## src/rtl/seq_det_pkg.sv

```systemverilog
`default_nettype none
// ============================================================================
// Module  : seq_det_pkg
// Purpose : Shared state type and the elaboration-time transition table functions
//           for the Moore sequence detector.
// Revision: 1.0 - initial release
// ============================================================================
package seq_det_pkg;

  localparam int ST_MAX_W = 5;  // enough for PAT_W up to 16 (17 states)
  localparam int PAT_MAX  = 16;

  typedef logic [ST_MAX_W-1:0] state_t;

  function automatic int state_w(input int pat_w);
    return $clog2(pat_w + 1);
  endfunction

  // Longest proper prefix of the pattern that is also a suffix of it.
  function automatic int border(input logic [PAT_MAX-1:0] pat, input int pat_w);
    int best;
    bit ok;
    best = 0;
    for (int l = 1; l < pat_w; l++) begin
      ok = 1'b1;
      for (int i = 0; i < l; i++) begin
        if (pat[pat_w-1-i] != pat[l-1-i]) ok = 1'b0;
      end
      if (ok) best = l;
    end
    return best;
  endfunction

  function automatic state_t next_state(input logic [PAT_MAX-1:0] pat, input int pat_w,
                                        input int k, input logic b, input logic overlap);
    int   kk;
    int   res;
    int   s;
    bit   ok;
    logic sbit;
    kk  = (k >= pat_w) ? (overlap ? border(pat, pat_w) : 0) : k;
    res = 0;
    // Candidate string is the kk matched pattern bits followed by b.
    for (int j = 1; j <= kk + 1; j++) begin
      ok = 1'b1;
      for (int i = 0; i < j; i++) begin
        s    = kk + 1 - j + i;
        sbit = (s == kk) ? b : pat[pat_w-1-s];
        if (pat[pat_w-1-i] != sbit) ok = 1'b0;
      end
      if (ok) res = j;
    end
    return state_t'(res);
  endfunction

endpackage
`default_nettype wire

```

## src/rtl/seq_det_sat_cnt.sv

```systemverilog
`default_nettype none
// ============================================================================
// Module  : seq_det_sat_cnt
// Purpose : Saturating up-counter with sticky saturation flag; clear beats increment.
// Revision: 1.0 - initial release
// ============================================================================
module seq_det_sat_cnt
  import seq_det_pkg::*;
#(
  parameter int CNT_W = 8
) (
  input  logic             clk,
  input  logic             reset,
  input  logic             inc,
  input  logic             clr,
  output logic [CNT_W-1:0] cnt,
  output logic             sat
);

  localparam logic [CNT_W-1:0] C_MAX = '1;

  logic [CNT_W-1:0] r_cnt;
  logic             r_sat;

  always_ff @(posedge clk) begin
    if (reset || clr) begin
      r_cnt <= '0;
      r_sat <= 1'b0;
    end else if (inc && (r_cnt != C_MAX)) begin
      r_cnt <= r_cnt + 1'b1;
      if (r_cnt == C_MAX - 1'b1) r_sat <= 1'b1;
    end
  end

  assign cnt = r_cnt;
  assign sat = r_sat;

endmodule
`default_nettype wire

```

## src/rtl/seq_moore_det.sv

```systemverilog
`default_nettype none
// ============================================================================
// Module  : seq_moore_det
// Purpose : Parameterised Moore serial-pattern detector with optional saturating
//           match counter (enabled by defining SEQ_MOORE_DET_CNT_EN).
// Revision: 1.0 - initial release
// ============================================================================
module seq_moore_det
  import seq_det_pkg::*;
#(
  parameter int               PAT_W   = 3,
  parameter logic [PAT_W-1:0] PATTERN = 3'b001,
  parameter int               OVERLAP = 1,
  parameter int               CNT_W   = 8
) (
  input  logic             clk,
  input  logic             reset,
  input  logic             inp,
  input  logic             inp_valid,
  input  logic             clear_cnt,
  output logic             det,
  output logic [CNT_W-1:0] match_cnt,
  output logic             cnt_sat
);

  localparam int                 SW     = state_w(PAT_W);
  localparam int                 TBL_N  = 2 ** (SW + 1);
  localparam logic [PAT_MAX-1:0] C_PAT  = PAT_MAX'(PATTERN);
  localparam logic [SW-1:0]      C_LAST = SW'(PAT_W);

  logic [SW-1:0] w_ns_tbl [TBL_N];
  logic [SW-1:0] w_ns;
  logic          w_hit;
  logic [SW-1:0] r_state;
  logic          r_det;

  // Table indexed by {state, bit}; codes above S[PAT_W] are unreachable.
  for (genvar e = 0; e < TBL_N; e++) begin : g_tbl
    localparam int     K  = e / 2;
    localparam int     B  = e % 2;
    localparam state_t NS = (K <= PAT_W) ?
                            next_state(C_PAT, PAT_W, K, (B != 0), (OVERLAP != 0)) : '0;
    assign w_ns_tbl[e] = NS[SW-1:0];
  end

  assign w_ns  = w_ns_tbl[{r_state, inp}];
  assign w_hit = inp_valid && (w_ns == C_LAST);

  always_ff @(posedge clk) begin
    if (reset) begin
      r_state <= '0;
      r_det   <= 1'b0;
    end else if (inp_valid) begin
      r_state <= w_ns;
      r_det   <= (w_ns == C_LAST);
    end
  end

  assign det = r_det;

`ifdef SEQ_MOORE_DET_CNT_EN
  seq_det_sat_cnt #(
    .CNT_W (CNT_W)
  ) u_cnt (
    .clk   (clk),
    .reset (reset),
    .inc   (w_hit),
    .clr   (clear_cnt),
    .cnt   (match_cnt),
    .sat   (cnt_sat)
  );
`else
  logic w_unused_cnt;
  assign w_unused_cnt = clear_cnt ^ w_hit;
  assign match_cnt    = '0;
  assign cnt_sat      = 1'b0;
`endif

endmodule
`default_nettype wire

```

## config.mk

```make
export PLATFORM = sky130hd
export DESIGN_NAME = seq_moore_det
export DESIGN_NICKNAME = d
export VERILOG_FILES = /design/src/rtl/seq_det_pkg.sv /design/src/rtl/seq_det_sat_cnt.sv /design/src/rtl/seq_moore_det.sv
export SDC_FILE = /design/constraint.sdc
export NUM_CORES = 1
export LEC_CHECK = 0
export ABC_AREA = 0
export CAP_MARGIN = 10
export CORE_AREA = 3 3 40 42
export CTS_CLUSTER_SIZE = 40
export DETAILED_ROUTE_END_ITERATION = 6
export DIE_AREA = 0 0 43 45
export PLACE_DENSITY = 0.54
export SYNTH_ARGS = -nofsm -noshare
export SYNTH_HDL_FRONTEND = slang
export SYNTH_SLANG_ARGS = --single-unit
```

## constraint.sdc

```tcl
create_clock -name clk -period 1.15 [get_ports clk]
set_clock_uncertainty 0.2 [all_clocks]
set_input_delay 0.23 -clock clk [delete_from_list [all_inputs] [get_ports clk]]
set_output_delay 0.23 -clock clk [all_outputs]
set_load 0.05 [all_outputs]
```

==> reports/qor.csv <==
stage;metric;value;unit
clock_tree;post-CTS setup buffer count;0;
yosys;commonest cells in the netlist;9 x buf_4, 3 x dfxtp_1, 3 x nand2_1, 3 x nor2_1;
drt;overall routed net length;376;um
die;die width;43;um
timing;crit path time final;1.222;ns
pwr;pwr dens;1241;nW/um^2
critical_path;kind of cell adding the most delay to the critical path;compound AO/OA/AOI/OAI gates;
die;Core Footprint;1285;um^2
critical_path;Worst Path Arrival;1.17;ns
timing;WHS;0.2769;ns
yosys;sequential share of the synthesized area;25.00;%
placement;DP Area;321.6;um^2
worst_hold_path;Hold Path Class;input pin to flip-flop;
yosys;Synth area leader;buf_4;
cells_and_area;Post-Layout Cell Count;54;
global_routing;pin count of the biggest net entering global routing;5;
yosys;flops & latches, synth;3;
timing;PnR worst setup slack;-0.07230;ns
clock_tree;Max Root-Sink Buffers;2;
critical_path;cells on worst reg2reg path;5;
status;failing checks;negative setup slack;
drt;post-route ant nets;0;
placement;port bufs;4;
die;initial cell density of the core;18.70;%
cells_and_area;# diodes;0;
critical_path;CP Launch Type;flip-flop;
clock_tree;number of H-tree levels;1;
drt;detail-routed via count per cell;3.519;
pwr;Peak VDD IR;0.0003841;V
critical_path;Cell Chain, Critical Path;inv_4, ha_4, nand2_2, a211o_1, a31oi_1;
timing;setup_tns;-0.1262;ns
pwr;Leak;0.1589;nW
cells_and_area;Synth-to-Final Area Change;46.88;%
clock_tree;CTS tree;built;
cells_and_area;final non-filler cell area;352.8;um^2
yosys;most frequent cell after synthesis;buf_4;
yosys;Post-synth top flop;dfxtp_1;
global_routing;initial antenna violation count;0;
critical_path;reg-to-reg endpoint;det;
timing;period utilization;106.3;%
global_routing;first-pass GRT wire length;607;um
drt;Wirelength per Cell;6.963;um
timing;Final Setup Violations;2;
timing;Slew Viols, Final;0;
yosys;synth top area cells;buf_4 28%, dfxtp_1 25%, ha_1 10%;
cells_and_area;fraction of layout cells with a size suffix above 1;38.46;%
clock_tree;Reg clk slew, reported paths;0.04;ns
drt;DR iter-0 viols;1;
die;Core Rows;13;
cells_and_area;Final nets;47;
cells_and_area;FF+latch area;65.06;um^2
clock_tree;clock insertion delay at the later pin of the skew report;0.23;ns
yosys;Synth Instances;29;
critical_path;R2R setup slack;-0.07;ns
yosys;Post-Syn Area per Cell;8.284;um^2
critical_path;worst stage delay on the critical path;0.35;ns
drt;TritonRoute pass-1 iters;2;
global_routing;vias in the first global route;171;
critical_path;critical path type;flip-flop to flip-flop;
yosys;number of synthesized flops with an enable pin;0;
timing;RSZ-0062 raised after global routing;yes;
yosys;top-area cell type share of the netlist area;28.13;%
cells_and_area;post-layout util;27.46;%
critical_path;CP required;1.10;ns
cells_and_area;area of the multi-input gates;162.7;um^2
drt;# DRC;0;
placement;detailed placer's ending HPWL;317.8;um
die;# IOs;15;
worst_hold_path;critical hold path startpoint;inp_valid;
critical_path;Worst path slowest cell;dfxtp_4;
die;Chip Height;45;um
clock_tree;Root Buffer;clkbuf_4;
placement;placed cell count;50;
die;die area;1935;um^2
status;status;complete, but fails checks;
pwr;total power;0.4378;mW
yosys;Ys Warns;0;
yosys;FFs w/ async S/R, synth;0;%
critical_path;Critical Path Fanout Max;3;
global_routing;Tot GR Track Use;4.406;%
critical_path;FF-to-FF Start;r_state[0];
timing;maximum clock frequency;818.1;MHz
drt;DR vias;190;
critical_path;Worst setup EP type;flip-flop;
clock_tree;Inserted Clock Buffers;3;
critical_path;Buf+Inv Stages, Crit Path;1;
cells_and_area;Fillers;144;
worst_hold_path;Hold Path Sink;r_state[0];
global_routing;total gr overflow;0;
clock_tree;Sink Count;3;
worst_hold_path;Hold Path Depth;3;
timing;Hold Violations, Final;0;
clock_tree;cts hold-fix bufs;0;
yosys;Post-Syn Area;240.2;um^2
yosys;distinct cell type count after synthesis;13;
placement;Post-Place Setup Slack;-0.4459;ns
run;MaxCap Viol Count;0;
placement;routability congestion estimate;0.5990;
## report_power, final
group	switching (mW)	internal, mW
sequential	0.00874	0.111
combinational	0.0970	0.0430
clock	0.0484	0.130
total	0.154	0.284
## layer usage
metal	share of wire, %	wire [um]	global-route usage [%]
met1	36	136	3.597
met2	53	199	7.784
met3	11	40	2.390
met4	0	0	3.614
met5	0	0	0
## worst max-delay path by stage
stage | startpoint | to | slack [ns] | cells after the start
6_report | r_state[0] | det | -0.07 | 5
5_1_grt | r_state[0] | det | -0.13 | 5
4_1_cts | r_state[0] | r_state[0] | -0.1 | 4
3_5_place_dp | inp | r_state[0] | -0.45 | 5
3_3_place_gp | inp | det | -0.45 | 6
2_1_floorplan | r_state[0] | det | -0.04 | 5
## flip-flops by register name, indices dropped and copies added (netlist names)
| signal | cells |
|---|---|
| r_state | 2 |
| det | 1 |
## worst register-to-register path: cells and delay by family, from the launching register on
| family | cells | cell delay (ns) |
|---|---|---|
| AOI/OAI and AO/OA | 2 | 0.37 |
| DFF | 1 | 0.35 |
| buffers and inverters | 1 | 0.06 |
| and+or+nand+nor | 1 | 0.04 |
| adders and majority gates | 1 | 0.13 |
## layout by cell type, fill, tap and decap left out, drive strengths merged
cell type,n
a211oi,1
clkbuf,4
nor2b,1
dfxtp,3
clkdlybuf4s50,1
a31oi,1
inv,2
dlygate4sd2,2
a211o,1
buf,4
conb,9
mux2i,1
ha,2
nand2,3
nor2,3
a22oi,1
## logic make-up (layout without fill, tap and decap cells)
kind of cell | Yosys count | in the layout | share of synthesized area [%]
buffers and inverters | 11 | 13 | 31.25
AND/OR/NAND/NOR | 7 | 7 | 15.10
AO/OA/AOI/OAI | 4 | 4 | 12.50
flip-flops | 3 | 3 | 25.00
adder cells (fa/ha/maj) | 2 | 2 | 10.42
other | 1 | 9 | 1.561
multiplexers | 1 | 1 | 4.167
## what timing repair did
item	CTS	global route
endpoints found under the setup margin	3	3
gates cloned	0	0
pin swaps	1	1
resized for setup	4	1
## layout make-up
class,instances,share of cell area [%]
clock buffers,4,7.447
flip-flops and latches,3,18.44
inverters,2,2.837
repair buffers,7,19.86
well taps,15,5.319
multi-input cells,23,46.10
(Power assumes the default switching activity.)
